`src/rtl/expr_vector_sequencer.sv`:
```
// LFSR stimulus sequencer with MISR response compaction for regression of an
// expression datapath. One run issues num_vec vectors back-to-back and reports a signature.
`timescale 1ns/1ps
module expr_vector_sequencer #(
    parameter int STIM_W  = 60,
    parameter int RESP_W  = 90,
    parameter int DUT_LAT = 0,
    parameter int CNT_W   = 16
) (
    input  logic              clk,
    input  logic              reset,
    input  logic              start,
    input  logic              abort,
    input  logic [CNT_W-1:0]  num_vec,
    input  logic [63:0]       seed,
    output logic [STIM_W-1:0] stim,
    output logic              stim_valid,
    input  logic [RESP_W-1:0] y,
    output logic              busy,
    output logic              done,
    output logic [RESP_W-1:0] signature
);

    typedef enum logic [1:0] {IDLE, RUN, DRAIN, DONE} state_t;

    localparam logic [RESP_W-1:0] MISR_POLY = {{(RESP_W-4){1'b0}}, 4'hD};
    localparam int DRAIN_LAST = (DUT_LAT > 0) ? DUT_LAT - 1 : 0;

    function automatic logic [63:0] lfsr_next(input logic [63:0] l);
        lfsr_next = {l[62:0], l[63] ^ l[62] ^ l[60] ^ l[59]};
    endfunction

    function automatic logic [RESP_W-1:0] misr_next(input logic [RESP_W-1:0] s,
                                                    input logic [RESP_W-1:0] d);
        misr_next = {s[RESP_W-2:0], 1'b0} ^ (s[RESP_W-1] ? MISR_POLY : {RESP_W{1'b0}}) ^ d;
    endfunction

    state_t            state_r, state_s;
    logic [63:0]       lfsr_r;
    logic [CNT_W-1:0]  issued_r;
    logic [CNT_W-1:0]  num_vec_r;
    logic [2:0]        drain_cnt_r;
    logic [RESP_W-1:0] sig_r;
    logic              stim_valid_r, busy_r, done_r;
    logic              last_vec_s, abort_hit_s, resp_valid_s;

    assign last_vec_s  = (issued_r == (num_vec_r - {{(CNT_W-1){1'b0}}, 1'b1}));
    assign abort_hit_s = abort && ((state_r == RUN) || (state_r == DRAIN));

    // Next-state decode; abort outranks the end-of-run transition.
    always_comb begin
        state_s = state_r;
        case (state_r)
            IDLE: begin
                if (start) begin
                    state_s = (num_vec != {CNT_W{1'b0}}) ? RUN : DONE;
                end else begin
                    state_s = IDLE;
                end
            end
            RUN: begin
                if (abort) begin
                    state_s = IDLE;
                end else if (last_vec_s) begin
                    state_s = (DUT_LAT > 0) ? DRAIN : DONE;
                end else begin
                    state_s = RUN;
                end
            end
            DRAIN: begin
                if (abort) begin
                    state_s = IDLE;
                end else if (drain_cnt_r == DRAIN_LAST[2:0]) begin
                    state_s = DONE;
                end else begin
                    state_s = DRAIN;
                end
            end
            DONE:    state_s = IDLE;
            default: state_s = IDLE;
        endcase
    end

    // State, stimulus generator, counters and registered status outputs.
    always_ff @(posedge clk) begin
        if (reset) begin
            state_r      <= IDLE;
            lfsr_r       <= 64'h0;
            issued_r     <= {CNT_W{1'b0}};
            num_vec_r    <= {CNT_W{1'b0}};
            drain_cnt_r  <= 3'd0;
            stim_valid_r <= 1'b0;
            busy_r       <= 1'b0;
            done_r       <= 1'b0;
        end else begin
            state_r      <= state_s;
            stim_valid_r <= (state_s == RUN);
            busy_r       <= (state_s == RUN) || (state_s == DRAIN);
            done_r       <= (state_s == DONE);
            case (state_r)
                IDLE: begin
                    if (start) begin
                        num_vec_r   <= num_vec;
                        issued_r    <= {CNT_W{1'b0}};
                        drain_cnt_r <= 3'd0;
                        if (num_vec != {CNT_W{1'b0}}) begin
                            lfsr_r <= (seed == 64'h0) ? 64'h1 : seed;
                        end
                    end
                end
                RUN: begin
                    issued_r <= issued_r + {{(CNT_W-1){1'b0}}, 1'b1};
                    // Freeze on the final vector so stim holds its last value afterwards.
                    if (state_s == RUN) begin
                        lfsr_r <= lfsr_next(lfsr_r);
                    end
                end
                DRAIN:   drain_cnt_r <= drain_cnt_r + 3'd1;
                default: drain_cnt_r <= 3'd0;
            endcase
        end
    end

    generate
        if (DUT_LAT > 0) begin : g_vpipe
            logic [DUT_LAT-1:0] vpipe_r;
            // Delays stim_valid to line up with the datapath response.
            always_ff @(posedge clk) begin
                if (reset || abort_hit_s) begin
                    vpipe_r <= {DUT_LAT{1'b0}};
                end else begin
                    vpipe_r[0] <= stim_valid_r;
                    for (int i = 1; i < DUT_LAT; i++) begin
                        vpipe_r[i] <= vpipe_r[i-1];
                    end
                end
            end
            assign resp_valid_s = vpipe_r[DUT_LAT-1];
        end else begin : g_novpipe
            assign resp_valid_s = stim_valid_r;
        end
    endgenerate

    // Signature register: cleared by an accepted start, folds y only on valid responses.
    always_ff @(posedge clk) begin
        if (reset) begin
            sig_r <= {RESP_W{1'b0}};
        end else if ((state_r == IDLE) && start) begin
            sig_r <= {RESP_W{1'b0}};
        end else if (resp_valid_s) begin
            sig_r <= misr_next(sig_r, y);
        end else begin
            sig_r <= sig_r;
        end
    end

    assign stim       = lfsr_r[STIM_W-1:0];
    assign stim_valid = stim_valid_r;
    assign busy       = busy_r;
    assign done       = done_r;
    assign signature  = sig_r;

endmodule

```
`config.mk`:
```
export PLATFORM = sky130hd
export DESIGN_NAME = expr_vector_sequencer
export DESIGN_NICKNAME = d
export VERILOG_FILES = /design/src/rtl/expr_vector_sequencer.sv
export SDC_FILE = /design/constraint.sdc
export NUM_CORES = 1
export LEC_CHECK = 0
export ABC_AREA = 1
export BUFFER_PORTS_ARGS = -buffer_cell sky130_fd_sc_hd__buf_2
export CAP_MARGIN = 20
export CORE_UTILIZATION = 47
export CTS_BUF_LIST = sky130_fd_sc_hd__clkbuf_8
export DETAILED_ROUTE_END_ITERATION = 8
export PLACE_DENSITY_LB_ADDON = 0.15
export SKIP_CTS_REPAIR_TIMING = 1
export SLEW_MARGIN = 20
export SYNTH_ARGS = -nofsm -noshare
export SYNTH_HDL_FRONTEND = slang
export SYNTH_SLANG_ARGS = --single-unit
```
`constraint.sdc`:
```
create_clock -name clk -period 2.5 [get_ports clk]
set_clock_uncertainty 0.15 [all_clocks]
set_input_delay 0.375 -clock clk [delete_from_list [all_inputs] [get_ports clk]]
set_output_delay 0.375 -clock clk [all_outputs]
set_load 0.05 [all_outputs]
```
# After elaboration in Yosys (flattened, before gate mapping)
# Index checks and enable logic that the tools add are counted.
totals:
  regBits: 194
  in_bits: 174
  output_inout_bits: 153
op_classes:
  add_sub_neg: 3
  eq_ne: 10
  muxes: 17
  bitwise_logic: 6
  n_reduce_logical: 12
ops:
  columns: ["op", "count"]
  rows:
  - ["2-to-1 mux 64 bit", 4]
  - ["one-hot mux 64 bit (2 select lines)", 1]
  - ["bitwise XOR 90 x 4 -> 90 bit", 1]
  - ["bitwise XOR 90 bit", 1]
  - ["zero test 64 bit", 1]
  - ["one-hot mux 16 bit (2 select lines)", 1]
  - ["adder 16 x 1 -> 16 bit (second input constant)", 1]
  - ["== test 16 bit", 1]
  - ["2-to-1 mux 16 bit", 1]
  - ["nonzero test 16 bit", 1]
  - ["subtractor 16 x 1 -> 16 bit (second input constant)", 1]
  - ["2-to-1 mux 2 bit", 5]
  - ["one-hot mux 3 bit (3 select lines)", 1]
  - ["== test 2 bit (second input constant)", 4]
  - ["one-hot mux 2 bit (4 select lines)", 1]
  - ["AND reduction 2 bit", 3]
  - ["== test 2 x 1 -> 1 bit (second input constant)", 2]
  - ["2-to-1 mux 4 bit", 1]
  - ["inequality test 2 bit (second input constant)", 2]
  - ["AND reduction 4 bit", 1]
  - ["adder 3 x 1 -> 3 bit (second input constant)", 1]
  - ["zero test 3 bit", 1]
  - ["2-to-1 mux 3 bit", 1]
  - ["bitwise XOR 1 bit", 3]
  - ["other kinds (8)", 8]

# Depth between registers and ports, before layout
# Gate-level depths: netlist of the first run.
logic_depth:
  word_depth: 8
  depth_mapped: 23

# Worst setup path before layout of the first run
# OpenSTA, ideal clock, no wires.
synth_timing:
  path_kind: "register -> register"
  from: "reg num_vec_r[0]"
  to: "reg lfsr_r[32]"
  setup_ns: 0.129
  arrival_time_ns: 2.380
  required_time_ns: 2.221
  path_slack_ns: -0.159
  path_stages_with_launch: 23
  cell_sequence: "dfxtp_1 inv_1 ha_1 nand2_2 nor2_2 nand3_1 nand2_1 nand2_1 nor2_1 nand3_1 o21bai_1 nand2_1 nand2_1 inv_2 ha_1 inv_1 o21ai_1 nand2_2 inv_2 buf_4 buf_6 o21ai_1 a21oi_1"
synth_via:
  elab_chain_cells: 8
synth_rtl:
  columns: ["item", "line_no", "rtl"]
  rows:
  - ["start: declaration", "41", "logic [CNT_W-1:0] num_vec_r;"]
  - ["start signal: assignment", "90", "num_vec_r <= {CNT_W{1'b0}};"]
  - ["start signal: assignment", "103", "num_vec_r <= num_vec;"]
  - ["subtractor 16 x 1 -> 16 bit", "47", "assign last_vec_s = (issued_r == (num_vec_r - {{(CNT_W-1){1'b0}}, 1'b1}));"]
  - ["== test 16 bit", "47", null]
  - ["2-to-1 mux 2 bit", "64", "end else if (last_vec_s) begin"]
  - ["2-to-1 mux 2 bit", "62", "if (abort) begin"]
  - ["one-hot mux 2 bit (4 select lines)", "53", "case (state_r)"]
  - ["via state_s[1]", "38", "state_t state_r, state_s;"]
  - ["== test 2 x 1 -> 1 bit", "114", "if (state_s == RUN) begin"]
  - ["inequality test 2 x 1 -> 1 bit (no line)", null, null]
  - ["AND reduction 4 bit (no line)", null, null]
  - ["end signal: assignment", "107", "lfsr_r <= (seed == 64'h0) ? 64'h1 : seed;"]
  - ["end signal: assignment", "115", "lfsr_r <= lfsr_next(lfsr_r);"]
  - ["end: declaration", "39", "logic [63:0] lfsr_r;"]
# The timed path passes the listed nets, and every way through them passes these cells.
# A chain may end at the register's enable or synchronous reset.

# Final worst setup path of the first run
layout_timing:
  from: "reg num_vec_r[0]"
  to: "reg lfsr_r[2]"
# Same word-level chain as after synthesis.

==> results of run 1 <==
==> final timing paths <==
check / end / cells after the start / slack, ps
max: lfsr_r[2] / 20 / -240
min: lfsr_r[9] / 3 / -4
max reg2reg: lfsr_r[2] / 20 / -240
min reg2reg: drain_cnt_r[0] / 1 / 350
==> cell type report <==
type	count	area [um2]
Antenna cell	3	7.507
Clock buffer	17	234.0
Clock inverter	14	136.4
Fill cell	1838	7496
Inverter	51	196.4
Multi-Input combinational cell	848	4697
Sequential cell	194	3895
Tap cell	265	331.6
Timing Repair Buffer	418	2532
==> through the flow <==
step | hold slack [ps] | cells | setup slack (ps) | TNS (ps) | area, um2
6_report | -4.424 | 1810 | -235.2 | -13040 | 12030
5_1_grt | -2.968 | 1808 | -457.5 | -27550 | 12030
4_1_cts | -37.46 | 1766 | -261.7 | -14490 | 11450
3_5_place_dp | 331.0 | 1735 | -238.0 | -12630 | 11080
2_1_floorplan | 297.3 | 1226 | 2.690 | 0 | 9437
3_3_place_gp | 322.0 | 1735 | -196.3 | -11110 | 11080
==> logic make-up (layout without fill, tap and decap cells) <==
family	count (synthesis)	in the layout	share of synthesized area
DFF	194	194	0.4148
adders and majority gates	6	6	0.008018
AOI/OAI and AO/OA	434	434	0.2340
buffers and inverters	184	500	0.1038
and+or+nand+nor	303	303	0.1411
other	0	3	0
xor gates and xnor gates	105	105	0.09822
==> worst min-delay path, cell delays in order <==
cell and delay (ps):
buf_2 110, nand2_1 60, a21oi_1 50
==> layout by cell type, fill, tap and decap left out, drive strengths merged, types with 20 or more instances in the layout <==
master	instances
nand3	20
nand2	164
a21oi	239
dlygate4sd3	37
xnor2	96
buf	379
inv	59
o21ai	187
dfxtp	194
nor2	78
==> report_power, final <==
part           internal [W]  switching [W]  leakage (nW)  total, W
Combinational      0.000702        0.00138          3.68   0.00208
Sequential          0.00330       0.000197          1.59   0.00350
Clock              0.000732        0.00125         0.180   0.00199
==> cell usage after synthesis <==
cell        n  area share
a31oi_1     2      0.0013
dfxtp_1   194        0.41
nor2_1     72       0.029
or2_1       1     0.00067
clkbuf_1   46       0.018
o21ai_1    33       0.018
a211oi_1    2      0.0016
nor2_2      6      0.0040
and2_1      2      0.0013
nor3_2      2      0.0021
nand2_1   159       0.064
nand3_2     2      0.0021
o21ai_0   154       0.082
nor4_1     16       0.011
nand2_4     1      0.0012
buf_6       4      0.0048
nand3_1    18      0.0096
buf_2      18      0.0096
inv_1      43       0.017
nand2_2     4      0.0027
o21bai_1    2      0.0016
and3_1      1     0.00067
nor3_1      8      0.0043
buf_1       4      0.0016
and3b_1     1     0.00094
nor3_4      1      0.0017
ha_1        6      0.0080
xnor2_1    96       0.090
nand3b_1    3      0.0024
xor2_1      9      0.0084
buf_4      61       0.049
nand4_1     6      0.0040
a21o_1      1     0.00080
a21oi_1   239        0.13
inv_2       8      0.0032
a31o_2      1     0.00094
==> state kept, by name (all words and copies together), names as in the netlist, 2 cells and up <==
| name | cells |
|---|---|
| state_r | 2 |
| num_vec_r | 16 |
| lfsr_r | 64 |
| issued_r | 16 |
| drain_cnt_r | 3 |
| signature | 90 |
==> metal layers <==
| metal | global-route usage | share of wire | vias to the layer above |
|---|---|---|---|
| met5 | 0 | 0 | - |
| met4 | 0.09225 | 0.020 | 0 |
| met3 | 0.05533 | 0.052 | 39 |
| met2 | 0.4169 | 0.51 | 246 |
| met1 | 0.3017 | 0.42 | 4153 |
| li1 | - | - | 4686 |
==> impl_metrics.json, run 1 <==
{
  "status": "complete, but fails checks",
  "violations": "negative hold slack, negative setup slack",
  "wirelength_um": 26190,
  "rsz0062_at_grt": "yes",
  "layout_min_cycle_time_ps": 2735,
  "die_w_um": 143.1,
  "drtAntennaViolNets": 0,
  "required_ps": 2720,
  "grt_max_degree": 119,
  "grt_overflow": 0,
  "critPathLaunchType": "flip-flop",
  "fmax_mhz": 365.6,
  "clk_path_buf_depth": 2,
  "core_area_um2": 19530,
  "fin_nets": 1710,
  "cts_buffers": 17,
  "gp_congestion": 0.8779,
  "cts_root_buf": "clkbuf_8",
  "syn_to_final_growth_pct": 28.49,
  "cp.arrival_ps": 2950,
  "post-route-drc-count": 0,
  "antenna_found_initial": 1,
  "synth_nets": 1406,
  "powerDensity_nw_per_um2": 629.0,
  "synth_cells": 1226,
  "ys_types": 36,
  "htreeDepth": 4,
  "crit_path_end_kind": "flip-flop",
  "period_share": 1.094,
  "timing.hold.worst.class": "input pin to flip-flop",
  "ir_drop_uv": 347.7,
  "io_pins": 327,
  "crit_path_top_delay_cell": "dfxtp_2",
  "grt_pass1_wl_um": 39940,
  "track_usage": 0.2456,
  "clock-sinks": 194,
  "cpPeakStageDelay_ps": 350,
  "ys_seq_area_frac": 0.4148,
  "crit_path_start": "num_vec_r[0]",
  "cts_tree": "built",
  "crit_chain": "inv_2, ha_4, xor2_1, nand3_1, nor2_1, nand2_1, nor2_1, nand3_1, o21bai_1, nand2_1, nand2_2, inv_2, ha_4, inv_2, o21ai_2, nand2_4, inv_6, buf_12, o21ai_0, a21oi_1",
  "whs_ps": -4.424,
  "die_area_um2": 20490,
  "path_common_cell": "inv_2",
  "crit_fanout": 20,
  "io_buffer_count": 326,
  "p_leak_nw": 5.458,
  "fin_util": 0.6161,
  "clock_latency_ps": 480,
  "timing.final.hold_violations": 1,
  "avgSynthCellArea_um2": 7.637,
  "critPathKind": "flip-flop to flip-flop",
  "vias": 9124,
  "layout_setup_ws_ps": -235.2,
  "yosysWarnings": 0,
  "drt-pass1-iter-count": 5,
  "grt_pass1_vias": 8116,
  "ys_ff_latch": 194,
  "dp_hpwl_um": 18730,
  "timing.rr.start": "num_vec_r[0]",
  "drt_iter0_markers": 313,
  "slew_violations": 0,
  "die_y_um": 143.1,
  "slew_headroom": 0.5204,
  "drive_gt1_frac": 0.3184,
  "clk_pin_slew_ps": 110,
  "holdCritStartpoint": "seed[9]",
  "p_total_w": 0.007567,
  "setup_viol": 64,
  "vias_per_cell": 5.041,
  "rows": 51,
  "cp_top_family": "simple AND/OR/NAND/NOR gates",
  "worstMarginPinSlew_ps": 719.3,
  "synth_area_um2": 9363,
  "start_util": 0.4795,
  "max-cap-violations": 0,
  "path_buf_inv": 5,
  "detail_route.wl_per_cell_um": 14.47
}
Power figures use the tool's default switching activity.
==> run 2: changes to the inputs <==
--- a/config.mk
+++ b/config.mk
@@ -5,13 +5,13 @@
 export SDC_FILE = /design/constraint.sdc
 export NUM_CORES = 1
 export LEC_CHECK = 0
-export ABC_AREA = 1
 export BUFFER_PORTS_ARGS = -buffer_cell sky130_fd_sc_hd__buf_2
 export CAP_MARGIN = 20
 export CORE_UTILIZATION = 47
 export CTS_BUF_LIST = sky130_fd_sc_hd__clkbuf_8
 export DETAILED_ROUTE_END_ITERATION = 8
 export PLACE_DENSITY_LB_ADDON = 0.15
+export SETUP_SLACK_MARGIN = 0.5
 export SKIP_CTS_REPAIR_TIMING = 1
 export SLEW_MARGIN = 20
 export SYNTH_ARGS = -nofsm -noshare
==> impl_metrics.json, run 2 <==
{
  "status": "complete, but fails checks",
  "violations": "negative setup slack",
  "crit_path_end_kind": "flip-flop",
  "cts_buffers": 17,
  "synth_area_um2": 9214,
  "slew_violations": 0,
  "synth_top_area_frac": 0.4215,
  "fmax_mhz": 287.3,
  "layout_setup_ws_ps": -980.9,
  "crit_end": "lfsr_r[7]",
  "synth.area.mux_share": 0.005568,
  "required_ps": 2690,
  "mostFrequentLayoutCells": "326 x buf_2, 192 x dfxtp_1, 169 x nand2_1, 168 x nor2_1, 112 x xnor2_1",
  "grt_pass1_wl_um": 39390,
  "setup_viol": 68,
  "clock-sinks": 194,
  "clk_path_buf_depth": 2,
  "die_y_um": 142.0,
  "cp.arrival_ps": 3680,
  "antenna_found_initial": 1,
  "placed_cells": 1620,
  "dp_hpwl_um": 18790,
  "top_layer_used": "met4",
  "gp_congestion": 0.8364,
  "crit_fanout": 11,
  "worstMarginPinSlew_ps": 670.3,
  "timing.final.hold_violations": 0,
  "synth_common_cells": "194 x dfxtp_1, 183 x nor2_1, 170 x nand2_1",
  "ir_drop_uv": 310.2,
  "ys_seq_area_frac": 0.4215,
  "max-cap-violations": 0,
  "grt_overflow": 0,
  "rr_endpoint": "lfsr_r[7]",
  "largest_register_ffs": 90,
  "wl_met3_um": 1771,
  "track_usage": 0.2454,
  "rsz0062_at_grt": "yes",
  "critPathKind": "flip-flop to flip-flop",
  "rows": 50,
  "crit_path_start": "num_vec_r[8]",
  "cts_root_buf": "clkbuf_8",
  "syn_to_final_growth_pct": 29.39,
  "synth_top_area_cell": "dfxtp_1",
  "grt_max_degree": 87,
  "synth_nets": 1283,
  "slew_headroom": 0.5531,
  "final_common_cell": "buf_2",
  "drtAntennaViolNets": 0,
  "yosys.area_share.simple": 0.1979,
  "wirelength_um": 26700,
  "synth-xor-area-share": 0.1198,
  "vias": 8827,
  "htreeDepth": 4,
  "start_util": 0.4861,
  "rrSetupSlack_ps": -980,
  "reg2reg_depth": 10,
  "grt_pass1_vias": 7829,
  "clk_pin_slew_ps": 110,
  "fillers": 1711,
  "die_area_um2": 20170,
  "route.met2.wl_um": 13170,
  "layout_min_cycle_time_ps": 3481,
  "drt_iter0_markers": 372,
  "timing.rr.start": "num_vec_r[8]",
  "io_buffer_count": 326,
  "p_leak_nw": 5.017,
  "synth_cells": 1103,
  "cts_tree": "built",
  "synthArstFlopShare": 0,
  "yosysWarnings": 0,
  "period_share": 1.392,
  "synth-compound-area-share": 0.1627,
  "ys_top_cells_by_area": "dfxtp_1 42%, xnor2_1 11%, nor2_1 7.5%, a211oi_1 7.3%, nand2_1 6.9%",
  "synth-edff-count": 0,
  "ys_ff_latch": 194,
  "synth_ff_type": "dfxtp_1",
  "drt-pass1-iter-count": 5,
  "critPathLaunchType": "flip-flop",
  "drive_gt1_frac": 0.3473,
  "timing.hold.worst.class": "input pin to flip-flop",
  "avgSynthCellArea_um2": 8.353,
  "powerDensity_nw_per_um2": 643.5,
  "wl_met1_um": 11190,
  "ys_types": 49,
  "setup_tns_ps": -59660,
  "synth_top_family_by_area": "simple AND/OR/NAND/NOR gates",
  "io_pins": 327,
  "post-route-drc-count": 0,
  "yosysMostFrequentCell": "dfxtp_1",
  "fin_nets": 1578,
  "finalNonFillerCells": 1672,
  "synthAdderAreaFrac": 0.008148,
  "detail_route.wl_per_cell_um": 15.97,
  "die_w_um": 142.0,
  "clock_latency_ps": 450,
  "core_area_um2": 18960,
  "vias_per_cell": 5.279
}
-- run 2: cell count changes after synthesis, sizes merged, moves of 11 or more --
cell / change
xnor2: +16
clkbuf: +19
inv: -42
a211oi: +88
o21ai: -183
buf: -16
a311oi: +64
nor2: +105
nand3: -11
a21oi: -211
-- run 2: cells by family (layout without fill, tap and decap cells) --
group	count (synthesis)	in the layout
buffers and inverters	145	452
other	0	1
AND/OR/NAND/NOR	428	428
adder cells (fa/ha/maj)	6	6
XOR/XNOR	126	126
multiplexers	5	5
AO/OA/AOI/OAI	199	200
flip-flops	194	194
-- run 2: area by class of cell --
type	instances	area (um2)	area share
Timing Repair Buffer	411	2465	0.2068
Tap cell	260	325.3	0.02729
Clock buffer	19	261.5	0.02194
Clock inverter	13	138.9	0.01165
Sequential cell	194	3889	0.3262
Multi-Input combinational cell	765	4806	0.4031
Inverter	9	33.78	0.002834
Antenna cell	1	2.502	0.0002099
-- run 2: where the power goes --
part	internal (W)	switching (W)	leakage (nW)
clock network	0.000880	0.00119	0.207
logic	0.000737	0.00139	3.22
registers	0.00330	0.000185	1.59
total	0.00491	0.00276	5.02
-- run 2: how the worst min path moves through the flow --
stage	from	endpoint	slack, ps	cells after the start
after floorplan	num_vec_r[15]	num_vec_r[15]	300	2
after global placement	num_vec_r[15]	num_vec_r[15]	310	2
after detailed placement	num_vec_r[15]	num_vec_r[15]	320	2
after CTS	num_vec[1]	num_vec_r[1]	-30	3
after global routing	seed[44]	lfsr_r[44]	8	3
final	seed[22]	lfsr_r[22]	30	3
-- run 2: metal layers --
metal  GRT usage  vias to the layer above
met5           0                        -
li1            -                     4361
met4      0.1041                        0
met2      0.4061                      351
met3     0.05451                       33
met1      0.3074                     4082
-- run 2: critical path: stages, from the launching register on --
cell and delay, ps:
dfxtp_2 330, or4_4 520, or3_4 360, or4_4 520
a211oi_2 180, and4b_2 300, a21oi_2 80, ha_4 190
a22o_4 300, clkbuf_16 190, a311oi_1 250
-- run 2: stage by stage --
stage,hold slack [ps],setup slack [ps],total power (W),util,instance area [um2]
after CTS,-34.80,-951.1,0.007581,0.6036,11440
after floorplan,298.8,-924.6,0.005050,-,9288
after global placement,309.8,-858.3,0.005509,0.5825,11040
after detailed placement,324.3,-950.5,0.005526,0.5825,11040
final,30.56,-980.9,0.007672,0.6289,11920
after global routing,7.841,-1047,0.008030,0.6289,11920
==> run 3: changes to the inputs <==
--- a/config.mk
+++ b/config.mk
@@ -7,12 +7,11 @@
 export LEC_CHECK = 0
 export BUFFER_PORTS_ARGS = -buffer_cell sky130_fd_sc_hd__buf_2
 export CAP_MARGIN = 20
-export CORE_UTILIZATION = 47
+export CORE_UTILIZATION = 45
 export CTS_BUF_LIST = sky130_fd_sc_hd__clkbuf_8
 export DETAILED_ROUTE_END_ITERATION = 8
 export PLACE_DENSITY_LB_ADDON = 0.15
 export SETUP_SLACK_MARGIN = 0.5
-export SKIP_CTS_REPAIR_TIMING = 1
 export SLEW_MARGIN = 20
 export SYNTH_ARGS = -nofsm -noshare
 export SYNTH_HDL_FRONTEND = slang
==> constraint.sdc (replaced) <==
create_clock -name clk -period 2.5 [get_ports clk]
set_clock_uncertainty 0.15 [all_clocks]
set_input_delay 0.25 -clock clk [delete_from_list [all_inputs] [get_ports clk]]
set_output_delay 0.25 -clock clk [all_outputs]
set_load 0.05 [all_outputs]
==> impl_metrics.json, run 3 (synthesized netlist as in run 2, its figures left out) <==
{
  "grt_pass1_vias": 9041,
  "drtAntennaViolNets": 0,
  "rrSetupSlack_ps": -990,
  "die_area_um2": 21050,
  "drt_iter0_markers": 458,
  "grt_overflow": 0,
  "crit_end": "lfsr_r[29]",
  "timing.rr.start": "num_vec_r[8]",
  "p_total_w": 0.007693,
  "powerDensity_nw_per_um2": 579.4,
  "grt_max_degree": 98,
  "status": "complete, but fails checks",
  "clk_pin_slew_ps": 120,
  "gp_congestion": 0.8147,
  "syn_to_final_growth_pct": 44.09,
  "rsz0062_at_grt": "yes",
  "p_leak_nw": 5.569,
  "reg2reg_depth": 10,
  "rows": 51,
  "cts_buffers": 17,
  "setup_viol": 68,
  "crit_path_end_kind": "flip-flop",
  "track_usage": 0.2667,
  "grt_pass1_wl_um": 45840,
  "hold_depth": 3,
  "core_area_um2": 19780,
  "vias": 9395,
  "die_w_um": 145.1,
  "clock-sinks": 194,
  "clk_path_buf_depth": 2,
  "cts_tree": "built",
  "ir_drop_uv": 322.9,
  "diodes": 0,
  "drive_gt1_frac": 0.3049,
  "period_share": 1.398,
  "wirelength_um": 28680,
  "detail_route.wl_per_cell_um": 15.71,
  "mostFrequentLayoutCells": "326 x buf_2, 192 x dfxtp_1, 169 x nand2_1, 168 x dlygate4sd3_1, 164 x nor2_1",
  "timing.hold.worst.class": "input pin to flip-flop",
  "fin_nets": 1728,
  "slew_headroom": 0.3480,
  "critPathKind": "flip-flop to flip-flop",
  "timing.final.hold_violations": 0,
  "violations": "negative setup slack",
  "drt-pass1-iter-count": 4,
  "fmax_mhz": 286.2,
  "antenna_found_initial": 0,
  "final_common_cell": "buf_2",
  "die_y_um": 145.1,
  "rr_endpoint": "lfsr_r[29]",
  "vias_per_cell": 5.145,
  "cts_root_buf": "clkbuf_8",
  "setup_tns_ps": -60610,
  "io_buffer_count": 326,
  "htreeDepth": 4,
  "largest_register_ffs": 90,
  "io_pins": 327,
  "slew_violations": 0,
  "cp.arrival_ps": 3720,
  "clock_latency_ps": 470,
  "layout_setup_ws_ps": -993.9,
  "start_util": 0.4658,
  "max-cap-violations": 0,
  "fin_util": 0.6712,
  "required_ps": 2720,
  "worstMarginPinSlew_ps": 978.1,
  "dp_hpwl_um": 18550,
  "crit_path_start": "num_vec_r[8]",
  "post-route-drc-count": 0,
  "critPathLaunchType": "flip-flop",
  "layout_min_cycle_time_ps": 3494,
  "crit_fanout": 38
}
[run 3: cell type report]
type / count / area, um2
fillers: 1595 / 6505
clock buffers: 18 / 247.7
inverters: 9 / 33.78
well taps: 265 / 331.6
clock inverters: 14 / 117.6
multi-input cells: 764 / 4738
flip-flops and latches: 194 / 3889
repair buffers: 562 / 3919
[run 3: critical path, stage by stage, from the launching register on]
cell	delay [ps]
dfxtp_2	330
or4_4	530
or3_4	360
or4_4	530
a211oi_2	170
and4b_2	300
a21oi_2	90
ha_4	180
a22o_4	300
buf_12	200
a311oi_1	270
[run 3: per-stage QoR]
step	setup WS, ps	hold slack [ps]	instance area, um2	instances
2_1_floorplan	-924.6	236.0	9288	1103
3_3_place_gp	-851.1	315.2	11030	1623
3_5_place_dp	-933.4	318.3	11030	1623
4_1_cts	-930.1	45.42	13100	1824
5_1_grt	-1073	31.25	13280	1826
6_report	-993.9	43.76	13280	1826
[run 3: worst min-delay path by stage]
stage / end / slack [ps] / startpoint
3_3_place_gp: num_vec_r[15] / 320 / num_vec_r[15]
4_1_cts: signature[25] / 50 / y[25]
6_report: signature[25] / 40 / y[25]
2_1_floorplan: num_vec_r[8] / 240 / num_vec[8]
3_5_place_dp: lfsr_r[62] / 320 / lfsr_r[61]
5_1_grt: signature[25] / 30 / y[25]
[run 3: layer usage]
layer	share of wire	GRT usage	routed length (um)
met5	0	0	0
met3	0.067	0.06006	1931
met1	0.41	0.3158	11760
met2	0.50	0.4632	14210
met4	0.027	0.1095	776
[run 3: what timing repair did]
item,CTS,global route
gates cloned,0,0
hold endpoints to repair,168,0
pin swaps,0,4
hold buffers,168,0
endpoints found under the setup margin,70,73
resized for setup,2,43
setup buffers,1,2
[run 3: power breakdown]
group / total [W] / switching [W] / internal, W
Sequential: 0.00349 / 0.000195 / 0.00330
Clock: 0.00194 / 0.00120 / 0.000746
Combinational: 0.00226 / 0.00140 / 0.000857
